$ cat config.mk
export PLATFORM = sky130hd
export DESIGN_NAME = irrigation_timer_flat
export DESIGN_NICKNAME = d
export VERILOG_FILES = /design/src/rtl/irrigation_pkg.sv /design/src/rtl/irrigation_timer_if.sv /design/src/rtl/bcd_down_digit.sv /design/src/rtl/irrigation_timer.sv /design/src/flat_wrapper.sv
export SDC_FILE = /design/constraint.sdc
export NUM_CORES = 1
export LEC_CHECK = 0
export CAP_MARGIN = 5
export CORE_MARGIN = 4
export CORE_UTILIZATION = 44
export DETAILED_ROUTE_END_ITERATION = 8
export GPL_TIMING_DRIVEN = 0
export PLACE_DENSITY = 0.76
export SLEW_MARGIN = 10
export SYNTH_ARGS = -nofsm -noshare
export SYNTH_HDL_FRONTEND = slang
export SYNTH_SLANG_ARGS = --single-unit
$ cat constraint.sdc
create_clock -name clock -period 1.9 [get_ports clock]
set_clock_uncertainty 0.15 [all_clocks]
set_input_delay 0.19 -clock clock [delete_from_list [all_inputs] [get_ports clock]]
set_output_delay 0.19 -clock clock [all_outputs]
set_load 0.1 [all_outputs]
$ cat src/rtl/irrigation_pkg.sv
// irrigation_pkg: shared state encoding and BCD digit widths/limits for the irrigation timer
package irrigation_pkg;
  typedef enum logic [1:0] {IDLE, RUN, HOLD, DONE} state_e;
  localparam int MD_W = 2;
  localparam int MU_W = 4;
  localparam int SD_W = 3;
  localparam int SU_W = 4;
  localparam int MD_MAX = 3;
  localparam int MU_MAX = 9;
  localparam int SD_MAX = 5;
  localparam int SU_MAX = 9;
endpackage

$ cat src/rtl/irrigation_timer_if.sv
// irrigation_timer_if: controller-side request/status bundle of the irrigation timer
//   master: drives tick, irrigation_on, splinker_mode_on, conflicting_values; reads status and digits
//   slave : the timer, the reverse directions
interface irrigation_timer_if;
  import irrigation_pkg::*;
  logic tick;
  logic irrigation_on;
  logic splinker_mode_on;
  logic conflicting_values;
  logic timer_active;
  logic timer_done;
  logic latched_mode;
  logic [MD_W-1:0] minutes_d;
  logic [MU_W-1:0] minutes_u;
  logic [SD_W-1:0] seconds_d;
  logic [SU_W-1:0] seconds_u;
  modport master (
    output tick, irrigation_on, splinker_mode_on, conflicting_values,
    input  timer_active, timer_done, latched_mode, minutes_d, minutes_u, seconds_d, seconds_u
  );
  modport slave (
    input  tick, irrigation_on, splinker_mode_on, conflicting_values,
    output timer_active, timer_done, latched_mode, minutes_d, minutes_u, seconds_d, seconds_u
  );
endinterface

$ cat src/rtl/bcd_down_digit.sv
// bcd_down_digit: one loadable BCD down-counting digit wrapping 0 -> MAX with a borrow out
//   clock, reset_n : clock, synchronous active-low reset (clears to 0)
//   i_load/i_load_value : load takes priority over decrement
//   i_dec_en       : decrement by one
//   o_value, o_borrow_out : current digit; borrow when decrementing through 0
module bcd_down_digit #(
  parameter int W = 4,
  parameter int MAX = 9
) (
  input  logic         clock,
  input  logic         reset_n,
  input  logic         i_load,
  input  logic [W-1:0] i_load_value,
  input  logic         i_dec_en,
  output logic [W-1:0] o_value,
  output logic         o_borrow_out
);
  logic [W-1:0] r_value;
  always_ff @(posedge clock) begin
    if (!reset_n) r_value <= '0;
    else if (i_load) r_value <= i_load_value;
    else if (i_dec_en) r_value <= (r_value == '0) ? W'(MAX) : r_value - W'(1);
  end
  assign o_value = r_value;
  assign o_borrow_out = i_dec_en && (r_value == '0);
endmodule

$ cat src/rtl/irrigation_timer.sv
// irrigation_timer: loads a mode-dependent MM:SS duration on an irrigation request and counts it down on ticks
//   clock, reset_n : clock, synchronous active-low reset
//   bus (slave)    : tick/irrigation_on/splinker_mode_on/conflicting_values in;
//                    timer_active/timer_done/latched_mode and BCD MM:SS digits out
module irrigation_timer
  import irrigation_pkg::*;
#(
  parameter int SPLINKER_MINUTES = 15,
  parameter int DRIPPER_MINUTES = 30
) (
  input  logic clock,
  input  logic reset_n,
  irrigation_timer_if.slave bus
);
  localparam logic [MD_W-1:0] SPL_T = MD_W'(SPLINKER_MINUTES / 10);
  localparam logic [MU_W-1:0] SPL_U = MU_W'(SPLINKER_MINUTES % 10);
  localparam logic [MD_W-1:0] DRP_T = MD_W'(DRIPPER_MINUTES / 10);
  localparam logic [MU_W-1:0] DRP_U = MU_W'(DRIPPER_MINUTES % 10);
  state_e r_state, w_next;
  logic r_irr_prev, r_mode, r_done;
  logic w_rise, w_load, w_clear, w_dec, w_expire, w_last, w_digit_load;
  logic w_bsu, w_bsd, w_bmu, w_bmd;
  logic [MD_W-1:0] w_md, w_md_load;
  logic [MU_W-1:0] w_mu, w_mu_load;
  logic [SD_W-1:0] w_sd;
  logic [SU_W-1:0] w_su;
  assign w_rise = bus.irrigation_on && !r_irr_prev;
  assign w_last = (w_md == '0) && (w_mu == '0) && (w_sd == '0) && (w_su == SU_W'(1));
  always_ff @(posedge clock) begin
    if (!reset_n) begin
      r_state <= IDLE;
      r_irr_prev <= 1'b0;
      r_mode <= 1'b0;
      r_done <= 1'b0;
    end else begin
      r_state <= w_next;
      r_irr_prev <= bus.irrigation_on;
      r_mode <= w_load ? bus.splinker_mode_on : r_mode;
      r_done <= w_expire;
    end
  end
  // Priority inside RUN: request dropped > sensor conflict > tick.
  always_comb begin
    w_next = r_state;
    w_load = 1'b0;
    w_clear = 1'b0;
    w_dec = 1'b0;
    w_expire = 1'b0;
    case (r_state)
      IDLE: begin
        if (w_rise && !bus.conflicting_values) begin
          w_next = RUN;
          w_load = 1'b1;
        end
      end
      RUN: begin
        if (!bus.irrigation_on) begin
          w_next = IDLE;
          w_clear = 1'b1;
        end else if (bus.conflicting_values) begin
          w_next = HOLD;
        end else if (bus.tick) begin
          w_dec = 1'b1;
          w_next = w_last ? DONE : RUN;
          w_expire = w_last;
        end
      end
      HOLD: begin
        if (!bus.irrigation_on) begin
          w_next = IDLE;
          w_clear = 1'b1;
        end else if (!bus.conflicting_values) begin
          w_next = RUN;
        end
      end
      DONE: w_next = bus.irrigation_on ? DONE : IDLE;
      default: w_next = IDLE;
    endcase
  end
  // A borrow out of the minutes-tens digit would mean wrapping below 00:00; it reloads zeros instead.
  assign w_digit_load = w_load || w_clear || w_bmd;
  assign w_md_load = w_load ? (bus.splinker_mode_on ? SPL_T : DRP_T) : '0;
  assign w_mu_load = w_load ? (bus.splinker_mode_on ? SPL_U : DRP_U) : '0;
  bcd_down_digit #(.W(SU_W), .MAX(SU_MAX)) u_su (
    .clock(clock), .reset_n(reset_n), .i_load(w_digit_load), .i_load_value('0),
    .i_dec_en(w_dec), .o_value(w_su), .o_borrow_out(w_bsu)
  );
  bcd_down_digit #(.W(SD_W), .MAX(SD_MAX)) u_sd (
    .clock(clock), .reset_n(reset_n), .i_load(w_digit_load), .i_load_value('0),
    .i_dec_en(w_bsu), .o_value(w_sd), .o_borrow_out(w_bsd)
  );
  bcd_down_digit #(.W(MU_W), .MAX(MU_MAX)) u_mu (
    .clock(clock), .reset_n(reset_n), .i_load(w_digit_load), .i_load_value(w_mu_load),
    .i_dec_en(w_bsd), .o_value(w_mu), .o_borrow_out(w_bmu)
  );
  bcd_down_digit #(.W(MD_W), .MAX(MD_MAX)) u_md (
    .clock(clock), .reset_n(reset_n), .i_load(w_digit_load), .i_load_value(w_md_load),
    .i_dec_en(w_bmu), .o_value(w_md), .o_borrow_out(w_bmd)
  );
  assign bus.timer_active = (r_state == RUN);
  assign bus.timer_done = r_done;
  assign bus.latched_mode = r_mode;
  assign bus.minutes_d = w_md;
  assign bus.minutes_u = w_mu;
  assign bus.seconds_d = w_sd;
  assign bus.seconds_u = w_su;
endmodule
$ cat src/flat_wrapper.sv
// flat-port wrapper written by rule: the top's interface ports become plain ports
module irrigation_timer_flat import irrigation_pkg::*;
#(
  parameter int SPLINKER_MINUTES = 15,
  parameter int DRIPPER_MINUTES = 30
)
  (clock, reset_n, bus_tick, bus_irrigation_on, bus_splinker_mode_on, bus_conflicting_values, bus_timer_active, bus_timer_done, bus_latched_mode, bus_minutes_d, bus_minutes_u, bus_seconds_d, bus_seconds_u);
  irrigation_timer_if bus_i ();
  input  logic clock;
  input  logic reset_n;
  input wire logic [$bits(bus_i.tick)-1:0] bus_tick;
  input wire logic [$bits(bus_i.irrigation_on)-1:0] bus_irrigation_on;
  input wire logic [$bits(bus_i.splinker_mode_on)-1:0] bus_splinker_mode_on;
  input wire logic [$bits(bus_i.conflicting_values)-1:0] bus_conflicting_values;
  output wire logic [$bits(bus_i.timer_active)-1:0] bus_timer_active;
  output wire logic [$bits(bus_i.timer_done)-1:0] bus_timer_done;
  output wire logic [$bits(bus_i.latched_mode)-1:0] bus_latched_mode;
  output wire logic [$bits(bus_i.minutes_d)-1:0] bus_minutes_d;
  output wire logic [$bits(bus_i.minutes_u)-1:0] bus_minutes_u;
  output wire logic [$bits(bus_i.seconds_d)-1:0] bus_seconds_d;
  output wire logic [$bits(bus_i.seconds_u)-1:0] bus_seconds_u;
  assign bus_i.tick = bus_tick;
  assign bus_i.irrigation_on = bus_irrigation_on;
  assign bus_i.splinker_mode_on = bus_splinker_mode_on;
  assign bus_i.conflicting_values = bus_conflicting_values;
  assign bus_timer_active = bus_i.timer_active;
  assign bus_timer_done = bus_i.timer_done;
  assign bus_latched_mode = bus_i.latched_mode;
  assign bus_minutes_d = bus_i.minutes_d;
  assign bus_minutes_u = bus_i.minutes_u;
  assign bus_seconds_d = bus_i.seconds_d;
  assign bus_seconds_u = bus_i.seconds_u;
  irrigation_timer #(.SPLINKER_MINUTES(SPLINKER_MINUTES), .DRIPPER_MINUTES(DRIPPER_MINUTES)) u_core (.clock(clock), .reset_n(reset_n), .bus(bus_i));
endmodule
# Word level (Yosys, flattened, before mapping)
# Index checks and enable logic that the tools add are counted.
# totals
ff_bits,18
input_bits,6
output_inout_bits,16
# op_classes
addsub,4
eq_ne,7
n_mux,29
bitwise_logic,4
reduce_logical,24
# op_table
operator,n
two-way mux 2 bit,13
two-way mux 4 bit,5
logical AND 1 bit,9
zero test 4 bit,2
two-way mux 1 bit,8
case mux 2 bit (4 select lines),1
subtractor 4 x 1 -> 4 bit (second input constant),2
two-way mux 3 bit,2
OR reduction 5 bit,1
equality test 2 bit (second input constant),2
equality test 4 x 1 -> 1 bit (second input constant),1
zero test 2 bit,2
inequality test 4 bit (second input constant),1
inverter 1 bit,4
nonzero test 2 bit,2
OR reduction 2 bit,2
zero test 3 bit,1
inequality test 3 bit (second input constant),1
AND reduction 3 bit,1
subtractor 3 x 1 -> 3 bit (second input constant),1
equality test 2 x 1 -> 1 bit (second input constant),1
zero test 1 bit,2
logical OR 1 bit,2
inequality test 2 x 1 -> 1 bit (second input constant),1
subtractor 2 x 1 -> 2 bit (second input constant),1

# Logic depth before layout (Yosys ltp)
# Gate-level depths: netlist of run 1.
# logic_depth
depth_word,10
depth_mapped,9
depth_no_buf,7

# Hierarchy
# From an unflattened synthesis of run 1, not the netlist that was laid out.
# unflattened
cells_unflattened,130
area_unflattened_um2,1121.1
# by_module_without_submodules
module,instances,cells_each,area_per_inst_um2
bcd_down_digit (u_core.u_mu ...),2,23,210.2
irrigation_timer,1,48,405.4
bcd_down_digit (u_core.u_sd),1,22,168.9
bcd_down_digit (u_core.u_md),1,14,126.4

# Worst setup path before layout of run 1
# OpenSTA, ideal clock, no wires.
# synth_path
path_kind,flip-flop to flip-flop
start,register u_core.r_state[1]
end,"register u_core.u_md.r_value[0], in the netlist u_core.u_md.o_value[0]"
arrival_ps,2452
setup_slack_ps,-787
path_stages_with_launch,9
path_buffers,1
period_less_slack_ps,2687
cell_sequence,dfxtp_1 -> inv_1 -> ha_1 -> and4b_1 -> buf_6 -> nand3_4 -> or4_1 -> o21a_1 -> o31ai_2
# synth_via
elab_chain_len,8
word_cells_on_any_way,16
# synth_lines
item,line,rtl
"start, declared",irrigation_timer.sv:19,"state_e r_state, w_next;"
"start signal, assigned",irrigation_timer.sv:36,r_state <= w_next;
equality test 2 x 1 -> 1 bit (*),--,
net bus_timer_active,flat_wrapper.sv:15,output wire logic [$bits(bus_i.timer_active)-1:0] bus_timer_active;
two-way mux 1 bit,irrigation_timer.sv:49,case (r_state)
logical AND 1 bit (4 in series),bcd_down_digit.sv:25,assign o_borrow_out = i_dec_en && (r_value == '0);
logical OR 1 bit,irrigation_timer.sv:81,assign w_digit_load = w_load || w_clear || w_bmd;
two-way mux 2 bit / nonzero test 2 bit (equally long branches),--,
"end signal, assigned",bcd_down_digit.sv:21,else if (i_load) r_value <= i_load_value;
"end signal, assigned",bcd_down_digit.sv:22,else if (i_dec_en) r_value <= (r_value == '0) ? W'(MAX) : r_value - W'(1);
"end, declared",bcd_down_digit.sv:18,logic [W-1:0] r_value;
# The timed path passes the listed nets; every way through them passes the cells marked *.
# A chain may end at the register's enable or synchronous reset.

# Final worst setup path of run 1
# layout_path
start,register u_core.r_state[1]
end,"register u_core.u_md.r_value[0], in the netlist u_core.u_md.o_value[0]"
# layout_via
elab_chain_len,8
word_cells_on_any_way,16
# layout_lines
item,line
equality test 2 x 1 -> 1 bit,irrigation_timer.sv:49
two-way mux 1 bit,irrigation_timer.sv:49
logical AND 1 bit (4 in series),bcd_down_digit.sv:25
logical OR 1 bit,irrigation_timer.sv:81
two-way mux 2 bit / nonzero test 2 bit (equally long branches),--
# Several ways; a longest one is shown, not always the timed one.

==> key figures, run 1 <==
Run status
  • Outcome: complete, but fails checks
  • Violated checks: negative setup slack

Floorplan
  • Die Footprint: 3200 µm²
  • Row cnt: 17
  • Core Area: 2230 µm²
  • Die width: 56.6 µm
  • I/O pin total: 22
  • Starting Density: 0.465
  • Die height: 56.6 µm

Power
  • Switching power total: 0.414 mW
  • Pwr dens: 691 nW/µm²
  • Clock power share: 0.180
  • Max VDD drop: 0.000373 V
  • Sequential share of power: 0.403
  • Leak Pwr: 0.650 nW
  • Switching Share: 0.393
  • Int Power: 0.639 mW
  • Comb power frac: 0.417

Setup path
  • CP Launch Type: register
  • Critical path endpoint category: register
  • CP max-delay cell: or4_1
  • Critical-path cell list: inv_2 > ha_4 > and4b_1 > buf_6 > nand3_4 > or4_1 > o21a_1 > o31ai_2
  • Arr. time, crit path: 2000 ps
  • Worst Path Max Fanout: 5
  • Worst Path Required: 1960 ps
  • Largest stage delay, worst path: 420 ps
  • Crit Path Category: reg2reg

Place
  • Dpl cell area: 1320 µm²
  • Port bufs: 20
  • Hpwl dp: 1.71 mm
  • Routability cong.: 0.775

Cells and area
  • Area grow syn2layout: 46.6%
  • Antenna diodes: 0
  • Fillers: 181
  • # nets final: 176
  • Post-route cell area: 1520 µm²
  • Ratio of cells with drive above 1 in the final layout: 0.406

CTS
  • CTS sink cnt: 18
  • CTS Root Cell: clkbuf_4
  • CTS tree: yes
  • Clock transition at path regs: 100 ps
  • CTS Buffer Depth: 2
  • H-Tree Depth: 1
  • TritonCTS Buffers: 3
  • Clock Latency Late Sink: 290 ps
  • Hold Buf Count CTS: 0

GRT
  • Largest net degree at the start of global routing: 10
  • First-pass GRT wire length: 4.26 mm
  • GR Util All Layers: 0.165
  • GR Overflow Total: 0
  • Vias in the first global route: 962
  • Initial antenna violation count: 0

STA
  • Worst hold margin: 39.7 ps
  • RSZ-0062 raised after global routing: yes
  • Final Hold Vio Count: 0
  • Max Freq: 0.513 GHz
  • Worst setup margin: -49.1 ps
  • Worst Max-Slew Pin Slew: 952 ps
  • Endpoints failing setup: 1
  • Tcrit/Tclk final: 1.03
  • Final Critical Period: 1950 ps
  • Slew Limit Fails: 0
  • Slew HR: 0.368

Synth
  • Count leader, synth: dfxtp_1
  • Ys Warns: 0
  • Synth top cells by count: 18 x dfxtp_1, 12 x nor2_1, 11 x a21oi_1
  • Number of synthesized flops with an enable pin: 0
  • Area leader, netlist: dfxtp_1
  • Area of the mapped netlist: 1040 µm²
  • Unique cell type count in the Yosys netlist: 38
  • Syn nets: 136
  • Top post-synthesis cells by area: dfxtp_1 35%, ha_1 9.6%, a21oi_1 5.3%
  • FFs w/ async S/R, synth: 0
  • Mapped Cells: 122
  • FF+latch count, synth: 18
  • Commonest register cell after synthesis: dfxtp_1
  • Register area share after synthesis: 0.347
  • Synth Area per Inst: 8.51 µm²
  • Area share of the largest cell type after synthesis: 0.347

Routing
  • Detail Route Antenna Nets: 0
  • Drt wl/cell: 13.7 µm
  • TritonRoute pass-1 iters: 4
  • Iter 0 DRT Violations: 20
  • Post-DR vias/cell: 5.40
  • DRC viols: 0
  • WL final: 2.57 mm
  • Via count: 1015

Worst hold path
  • Worst Hold Class: in2reg

Run
  • Max-cap violations: 0
-- logic make-up after synthesis --
family / Yosys count / share of synthesized area
AND/OR/NAND/NOR: 48 / 0.270
AO/OA/AOI/OAI: 30 / 0.184
adder cells (fa/ha/maj): 8 / 0.0964
flip-flops: 18 / 0.347
buffers and inverters: 13 / 0.0590
XOR/XNOR: 4 / 0.0337
multiplexers: 1 / 0.00964
-- power by group through the flow --
stage	sequential (mW)	clock (mW)	combinational, mW
finish	0.424	0.189	0.439
global placement	0.428	0	0.339
global route	0.427	0.203	0.471
CTS	0.422	0.191	0.399
detailed placement	0.430	0	0.342
floorplan	0.531	0	0.167
-- cells in the final DEF, fill, tap and decap left out, types with 3 or more instances in the layout --
| cell | synthesis | layout |
|---|---|---|
| a21oi_1 | 11 | 11 |
| nor3_2 | 1 | 4 |
| o21ai_0 | 8 | 5 |
| clkdlybuf4s50_1 | 0 | 4 |
| ha_1 | 8 | 5 |
| buf_4 | 1 | 16 |
| clkdlybuf4s15_1 | 0 | 3 |
| dlygate4sd2_1 | 0 | 7 |
| dfxtp_2 | 0 | 12 |
| inv_2 | 0 | 3 |
| nor3_1 | 9 | 6 |
| clkbuf_4 | 0 | 3 |
| inv_1 | 10 | 5 |
| dfxtp_1 | 18 | 4 |
| nand2b_1 | 3 | 3 |
| xnor2_1 | 3 | 3 |
| clkdlybuf4s15_2 | 0 | 3 |
| o21ai_1 | 0 | 3 |
| nand2_1 | 9 | 9 |
| clkbuf_2 | 0 | 3 |
| nor2_1 | 12 | 10 |
-- path summary, 6_finish.rpt --
kind / start / end / slack [ps] / depth (start not counted)
max: u_core.r_state[1]$_SDFFE_PN0P_ / u_core.u_md.o_value[0]$_SDFFE_PN0P_ / -50 / 8
min: reset_n / u_core.u_mu.o_value[2]$_SDFFE_PN0P_ / 40 / 3
max reg2reg: u_core.r_state[1]$_SDFFE_PN0P_ / u_core.u_md.o_value[0]$_SDFFE_PN0P_ / -50 / 8
min reg2reg: u_core.bus.latched_mode$_SDFFE_PN0P_ / u_core.bus.latched_mode$_SDFFE_PN0P_ / 330 / 2
-- layout make-up --
cell class	count	area (µm²)	area share
flip-flops and latches	18	383	0.251
multi-input cells	91	717	0.471
inverters	10	42.5	0.0279
well taps	28	35.0	0.0230
repair buffers	35	297	0.195
plain buffers	3	26.3	0.0173
clock buffers	3	22.5	0.0148
-- sequential cells by signal (all words and copies together), names as in the netlist --
register                 count
u_core.u_md.o_value          2
u_core.bus.timer_done        1
u_core.r_state               2
u_core.u_su.o_value          4
u_core.u_sd.o_value          3
u_core.u_mu.o_value          4
u_core.r_irr_prev            1
u_core.bus.latched_mode      1
-- layer usage --
metal	vias up	part of all wire	global-route usage
met3	5	0.037	0.0230
met1	490	0.46	0.217
met2	16	0.49	0.276
met4	0	0.012	0.0508
li1	504	-	-
met5	-	0	0
-- worst max-delay path: cells and delay by family, from the launching register on --
kind            cells  cell delay, ps
buf+inv             2             200
fa+ha+maj           1             140
simple gates        3             730
compound gates      2             300
flops               1             340
-- through the flow --
stage	std cells	power, mW	setup WS, ps	TNS, ps	utilization
after floorplan	122	0.698	-194	-1160	-
after global placement	170	0.767	-270	-2530	0.592
after detailed placement	170	0.773	-289	-2720	0.592
after CTS	184	1.01	-2.42	-2.42	0.651
after global routing	188	1.10	-131	-277	0.682
final	188	1.05	-49.1	-49.1	0.682
-- repair_timing --
| action | 4_1_cts | 5_1_grt |
|---|---|---|
| pin swaps | 5 | 5 |
| endpoints found under the setup margin | 30 | 20 |
| setup buffers | 11 | 4 |
| resized for setup | 32 | 25 |
Note: power is estimated with default switching activity, not from simulation.
==> run 2, diff against run 1 <==
--- a/config.mk
+++ b/config.mk
@@ -6,6 +6,7 @@
 export NUM_CORES = 1
 export LEC_CHECK = 0
 export CAP_MARGIN = 5
+export CORE_ASPECT_RATIO = 1.1
 export CORE_MARGIN = 4
 export CORE_UTILIZATION = 44
 export DETAILED_ROUTE_END_ITERATION = 8
==> key figures, run 2 (same netlist as run 1, synthesis figures left out) <==
Run status
  • Outcome: complete, but fails checks
  • Violated checks: negative setup slack

GRT
  • Initial antenna violation count: 0 (unchanged)
  • First-pass GRT wire length: 3.93 mm (-7.6%)
  • Largest net degree at the start of global routing: 11 (+1)
  • Vias in the first global route: 934 (-2.9%)
  • GR Overflow Total: 0 (unchanged)
  • GR Util All Layers: 0.166 (+0.00157)

CTS
  • Hold Buf Count CTS: 0 (unchanged)
  • CTS Root Cell: clkbuf_4
  • CTS sink cnt: 18 (unchanged)
  • CTS Buffer Depth: 2 (unchanged)
  • Clock transition at path regs: 100 ps (about the same)
  • Clock Latency Late Sink: 300 ps (about the same)
  • CTS tree: yes
  • H-Tree Depth: 1 (unchanged)
  • TritonCTS Buffers: 3 (unchanged)

Cells and area
  • Antenna diodes: 0 (unchanged)
  • Post-route cell area: 1490 µm² (-2.4%)
  • Fin util: 0.660 (-0.0218)
  • Area grow syn2layout: 43.1%
  • Ratio of cells with drive above 1 in the final layout: 0.414 (+0.00776)
  • Fillers: 189 (+4.4%)
  • Fin cells: 187 (-0.53%)
  • Most frequent cells in the layout: 12 x buf_4, 12 x dfxtp_2, 10 x nor2_1, 10 x a21oi_1, 9 x nand2_1
  • # nets final: 172 (-2.3%)
  • FF+latch area: 383 µm² (unchanged)
  • Area taken by multi-input logic gates: 718 µm² (+0.17%)

STA
  • Worst setup margin: -14.1 ps (+35.0 ps)
  • Final Hold Vio Count: 0 (unchanged)
  • Tcrit/Tclk final: 1.01 (-0.0184)
  • Final Critical Period: 1910 ps (-35.0 ps)
  • Worst Max-Slew Pin Slew: 957 ps (+5.35 ps)
  • Slew Limit Fails: 0 (unchanged)
  • Endpoints failing setup: 2 (+1)
  • Slew HR: 0.364 (-0.00355)
  • RSZ-0062 raised after global routing: yes
  • Max Freq: 0.522 GHz (+1.8%)

Place
  • Dpl cell area: 1320 µm² (+0.19%)
  • Port bufs: 20 (unchanged)
  • Placed cells: 172 (+1.2%)
  • Placement Setup Slack: -328 ps (-38.6 ps)
  • Routability cong.: 0.798 (+3.0%)
  • Hpwl dp: 1.76 mm (+2.7%)

Floorplan
  • Die Footprint: 3200 µm² (about the same)
  • Core Area: 2250 µm² (+0.84%)
  • Die height: 59.0 µm (+4.2%)
  • Die width: 54.3 µm (-4.0%)
  • Row cnt: 18 (+1)
  • Starting Density: 0.461 (-0.00387)
  • I/O pin total: 22 (unchanged)

Power
  • Pwr dens: 724 nW/µm² (+4.7%)
  • Max VDD drop: 0.000450 V (+21%)
  • Leak Pwr: 0.624 nW (-4.0%)
  • Design Power: 1.08 mW (+2.2%)

Setup path
  • Critical path endpoint category: register
  • Critical Path Start: u_core.r_state[1]$_SDFFE_PN0P_
  • Worst Path Max Fanout: 5 (unchanged)
  • Worst Path Required: 1970 ps (about the same)
  • Arr. time, crit path: 1980 ps (-20 ps)
  • Crit Reg-Reg Startpoint: u_core.r_state[1]$_SDFFE_PN0P_
  • Crit Path Category: reg2reg
  • CP Launch Type: register

Routing
  • Via count: 982 (-3.3%)
  • TritonRoute pass-1 iters: 4 (unchanged)
  • Post-Route M1 WL: 995 µm (-16%)
  • WL final: 2.41 mm (-6.0%)
  • Iter 0 DRT Violations: 11 (-45%)
  • DR top layer: met4
  • Post-DR vias/cell: 5.25 (-2.7%)
  • Drt wl/cell: 12.9 µm (-5.5%)
  • DRC viols: 0 (unchanged)
  • Detail Route Antenna Nets: 0 (unchanged)
  • Metal2 WL: 1.29 mm (+1.8%)
  • Met3 wire len: 94 µm (unchanged)

Run
  • Max-cap violations: 0 (unchanged)

Worst hold path
  • Worst Hold Class: in2reg
  • Hold_sp: reset_n
[run 2: changes by cell type in the layout (fill, tap and decap cells not counted), moves of 2 or more]
cell	delta
inv_2	-2
clkbuf_2	+4
dlygate4sd2_1	-3
inv_1	+2
buf_4	-4
[run 2: cell type report]
| type | count | area share |
|---|---|---|
| well taps | 30 | 0.0253 |
| repair buffers | 31 | 0.165 |
| multi-input cells | 91 | 0.483 |
| plain buffers | 3 | 0.0160 |
| inverters | 10 | 0.0286 |
| flip-flops and latches | 18 | 0.258 |
| clock buffers | 4 | 0.0244 |
[run 2: critical path: stages (launching register included)]
cell and delay, ps:
dfxtp_2 350, inv_2 80, ha_4 140, and4b_1 190, buf_6 120, nand3_4 90, or4_1 420, o21a_1 130
o31ai_2 160
[run 2: routing by layer]
metal,vias up,global-route usage
met5,-,0
met4,0,0.0534
met3,5,0.0304
met2,20,0.311
met1,459,0.182
li1,498,-
[run 2: per-stage QoR]
step	hold WS, ps	TNS, ps
floorplan	202	-1160
global placement	309	-2040
detailed placement	322	-2510
CTS	21.8	-3.18
global route	22.3	-346
finish	24.0	-15.2
[run 2: path summary, 6_finish.rpt]
| kind | end | slack (ps) | cells past startpoint |
|---|---|---|---|
| worst max register to register | u_core.u_md.o_value[0]$_SDFFE_PN0P_ | -10 | 8 |
| worst min register to register | u_core.bus.latched_mode$_SDFFE_PN0P_ | 330 | 2 |
| worst min-delay path | u_core.u_md.o_value[1]$_SDFFE_PN0P_ | 20 | 3 |
| worst max-delay path | u_core.u_md.o_value[0]$_SDFFE_PN0P_ | -10 | 8 |
[run 2: power breakdown]
group          switching, mW  internal [mW]
combinational          0.265          0.148
sequential            0.0249          0.399
clock                  0.122          0.117
[run 2: repair_timing]
item | CTS | global route
pin swaps | 4 | 2
setup endpoints to repair | 30 | 23
gates resized for setup | 34 | 24
setup buffers | 8 | 3
==> run 3, diff against run 2 <==
--- a/config.mk
+++ b/config.mk
@@ -8,11 +8,12 @@
 export CAP_MARGIN = 5
 export CORE_ASPECT_RATIO = 1.1
 export CORE_MARGIN = 4
-export CORE_UTILIZATION = 44
+export CORE_UTILIZATION = 45
 export DETAILED_ROUTE_END_ITERATION = 8
 export GPL_TIMING_DRIVEN = 0
-export PLACE_DENSITY = 0.76
+export PLACE_DENSITY = 0.77
 export SLEW_MARGIN = 10
 export SYNTH_ARGS = -nofsm -noshare
 export SYNTH_HDL_FRONTEND = slang
+export SYNTH_HIERARCHICAL = 1
 export SYNTH_SLANG_ARGS = --single-unit
==> key figures, run 3 <==
Run status
  • Outcome: complete, but fails checks
  • Violated checks: negative setup slack

STA
  • Tcrit/Tclk final: 1.35 (+0.341)
  • Slew HR: 0.362 (-0.00296)
  • Final Critical Period: 2560 ps (+648 ps)
  • Slew Limit Fails: 0 (unchanged)
  • Endpoints failing setup: 13 (+11)
  • Worst Max-Slew Pin Slew: 962 ps (+4.46 ps)
  • Worst setup margin: -662 ps (-648 ps)
  • Final Hold Vio Count: 0 (unchanged)
  • Max Freq: 0.390 GHz (-25%)
  • RSZ-0062 raised after global routing: yes

Cells and area
  • Antenna diodes: 0 (unchanged)
  • Post-route cell area: 1640 µm² (+11%)
  • Fin util: 0.709 (+0.0487)
  • Commonest non-fill, non-tap cell in the layout: buf_4
  • Ratio of cells with drive above 1 in the final layout: 0.377 (-0.0370)
  • # nets final: 198 (+15%)
  • Fin cells: 213 (+14%)
  • Most frequent cells in the layout: 18 x buf_4, 12 x dfxtp_2, 10 x inv_1
  • Area grow syn2layout: 46.7%

Floorplan
  • Die Footprint: 3350 µm² (+4.8%)
  • Row cnt: 18 (unchanged)
  • Core Area: 2320 µm² (+3.0%)
  • I/O pin total: 22 (unchanged)
  • Die height: 60.4 µm (+2.4%)
  • Die width: 55.6 µm (+2.3%)
  • Starting Density: 0.483 (+0.0222)

Routing
  • Via count: 1124 (+14%)
  • Post-DR vias/cell: 5.28 (+0.49%)
  • DRC viols: 0 (unchanged)
  • Iter 0 DRT Violations: 26 (+15)
  • Detail Route Antenna Nets: 0 (unchanged)
  • TritonRoute pass-1 iters: 4 (unchanged)
  • WL final: 2.99 mm (+24%)
  • Drt wl/cell: 14.0 µm (+8.6%)

CTS
  • CTS Root Cell: clkbuf_4
  • Clock Latency Late Sink: 300 ps (about the same)
  • CTS sink cnt: 18 (unchanged)
  • TritonCTS Buffers: 3 (unchanged)
  • CTS Buffer Depth: 2 (unchanged)
  • H-Tree Depth: 1 (unchanged)
  • CTS tree: yes
  • Clock transition at path regs: 110 ps (about the same)
  • Hold Buf Count CTS: 0 (unchanged)

Synth
  • Count leader, synth: dfxtp_1
  • Top post-synthesis cells by area: dfxtp_1 32%, ha_1 7.8%, o21ai_0 5.8%
  • FFs w/ async S/R, synth: 0 (unchanged)
  • Synth top cells by count: 18 x dfxtp_1, 14 x inv_1, 13 x o21ai_0
  • Number of synthesized flops with an enable pin: 0 (unchanged)
  • Area share of the largest cell type after synthesis: 0.321 (-0.0256)
  • Mapped Cells: 130 (+6.6%)
  • Synth Area per Inst: 8.62 µm² (+1.3%)
  • Area of the mapped netlist: 1120 µm² (+8.0%)
  • Area leader, netlist: dfxtp_1
  • Commonest register cell after synthesis: dfxtp_1
  • FF+latch count, synth: 18 (unchanged)
  • Ys Warns: 6 (+6)
  • Unique cell type count in the Yosys netlist: 39 (+2.6%)
  • Register area share after synthesis: 0.321 (-0.0256)

Power
  • Max VDD drop: 0.000504 V (+12%)
  • Switching power total: 0.594 mW (+44%)
  • Switching Share: 0.471 (+0.0878)
  • Pwr dens: 768 nW/µm² (+6.1%)
  • Design Power: 1.26 mW (+17%)
  • Comb power frac: 0.467 (+0.083)
  • Sequential share of power: 0.378 (-0.015)
  • Leak Pwr: 0.730 nW (+17%)
  • Clock power share: 0.155 (-0.067)
  • Int Power: 0.668 mW (+0.64%)

GRT
  • Vias in the first global route: 1143 (+22%)
  • Largest net degree at the start of global routing: 19 (+8)
  • GR Overflow Total: 0 (unchanged)
  • GR Util All Layers: 0.190 (+0.0237)
  • First-pass GRT wire length: 5.04 mm (+28%)
  • Initial antenna violation count: 0 (unchanged)

Setup path
  • CP max-delay cell: dfxtp_4
  • Crit path max-delay family: simple AND/OR/NAND/NOR gates
  • R2R setup slack: -660 ps (-650 ps)
  • Arr. time, crit path: 2600 ps (+620 ps)
  • R2R cell count: 13 (+5)
  • Crit Path Category: reg2reg
  • Crit Reg-Reg Startpoint: u_core/r_state[1]$_SDFFE_PN0P_
  • Critical-path cell list: inv_4 > ha_4 > and3_4 > nor4b_4 > nor2b_4 > and2_4 > nor4b_4 > nor2b_4 > and2_4 > a211o_4 > inv_2 > o21ai_1 > a21oi_1
  • Buf+Inv Stages, Crit Path: 2 (unchanged)
  • Worst Path Required: 1930 ps (-40 ps)
  • Critical path endpoint category: register
  • Worst Path Max Fanout: 4 (-1)
  • Worst R2R End: u_core/u_sd/o_value[1]$_SDFFE_PN0P_
  • Largest stage delay, worst path: 380 ps (-40 ps)
  • CP Launch Type: register

Place
  • Routability cong.: 0.745 (-6.6%)
  • Port bufs: 21 (+5.0%)
  • Placed cells: 189 (+9.9%)
  • Hpwl dp: 1.88 mm (+6.9%)
  • Dpl cell area: 1470 µm² (+11%)

Worst hold path
  • Hold endpoint: u_core/r_irr_prev$_SDFF_PN0_
  • Worst Hold Class: in2reg
  • Hold Path Stages: 2 (-1)
  • Hold_sp: bus_irrigation_on

Run
  • Max-cap violations: 0 (unchanged)
[run 3: cell types whose count changed in the layout (fill, tap and decap cells not counted), moves of 3 or more]
cell | previous run | this run
nor2b_4 | 0 | 3
o21ai_1 | 2 | 7
conb_1 | 0 | 9
and2_1 | 0 | 4
a31oi_1 | 0 | 5
inv_1 | 7 | 10
nor3_2 | 4 | 0
buf_4 | 12 | 18
a21oi_1 | 10 | 7
nor3_1 | 6 | 0
[run 3: power groups by stage]
stage | registers, mW | logic [mW] | clock network, mW
floorplan | 0.711 | 0.204 | 0
global placement | 0.484 | 0.545 | 0
detailed placement | 0.486 | 0.555 | 0
CTS | 0.475 | 0.574 | 0.202
global route | 0.484 | 0.625 | 0.220
finish | 0.477 | 0.590 | 0.195
[run 3: final cells by class]
type / count / area [µm²]
timing repair buffer: 41 / 323
inverter: 14 / 65.1
clock buffer: 3 / 22.5
buffer: 1 / 5.00
fill: 181 / 676
tap: 30 / 37.5
multi-input combinational: 106 / 812
sequential: 18 / 379
[run 3: cell families after synthesis]
group | Yosys count | synth area share
DFF | 18 | 0.321
and+or+nand+nor | 47 | 0.286
xor gates and xnor gates | 3 | 0.0234
muxes | 2 | 0.0179
AOI/OAI and AO/OA | 37 | 0.219
adders and majority gates | 7 | 0.0781
other | 1 | 0.00335
buffers and inverters | 15 | 0.0513
[run 3: metal layers]
layer,vias to the layer above,routed length [µm],GRT usage
met5,-,0,0
met1,532,1290,0.201
met4,0,65,0.0799
met3,6,85,0.0340
met2,23,1550,0.377
li1,563,-,-
[run 3: through the flow]
step | worst slack [ps] | TNS, ps | hold slack (ps)
after floorplan | -1050 | -12880 | 154
after global placement | -1380 | -17880 | 329
after detailed placement | -1460 | -18590 | 341
after CTS | -606 | -7670 | 253
after global routing | -767 | -9730 | 258
final | -662 | -8250 | 271
[run 3: how the worst max path moves through the flow]
stage	end	start	cells past startpoint	slack, ps
detailed placement	u_core/u_su/o_value[2]$_SDFFE_PN0P_	bus_irrigation_on	13	-1460
finish	u_core/u_sd/o_value[1]$_SDFFE_PN0P_	u_core/r_state[1]$_SDFFE_PN0P_	13	-660
CTS	u_core/u_md/o_value[0]$_SDFFE_PN0P_	u_core/r_state[1]$_SDFFE_PN0P_	12	-610
global route	u_core/u_mu/o_value[0]$_SDFFE_PN0P_	u_core/r_state[1]$_SDFFE_PN0P_	13	-770
floorplan	u_core/u_mu/o_value[2]$_SDFFE_PN0P_	u_core/r_state[1]$_SDFFE_PN0P_	13	-1050
global placement	u_core/u_su/o_value[2]$_SDFFE_PN0P_	bus_irrigation_on	13	-1380
[run 3: repair_timing]
action / 4_1_cts / 5_1_grt
pin swaps: 7 / 4
buffers inserted: 17 / 3
gates resized for setup: 31 / 21
cloned: 1 / 0
endpoints found under the setup margin: 29 / 25
[run 3: worst reg2reg max path, cell delays in order, from the launching register on]
cell     delay, ps
dfxtp_4        380
inv_4           70
ha_4           130
and3_4         170
nor4b_4        210
nor2b_4        220
and2_4         160
nor4b_4        210
nor2b_4        190
and2_4         160
a211o_4        150
inv_2           40
o21ai_1        150
a21oi_1         60
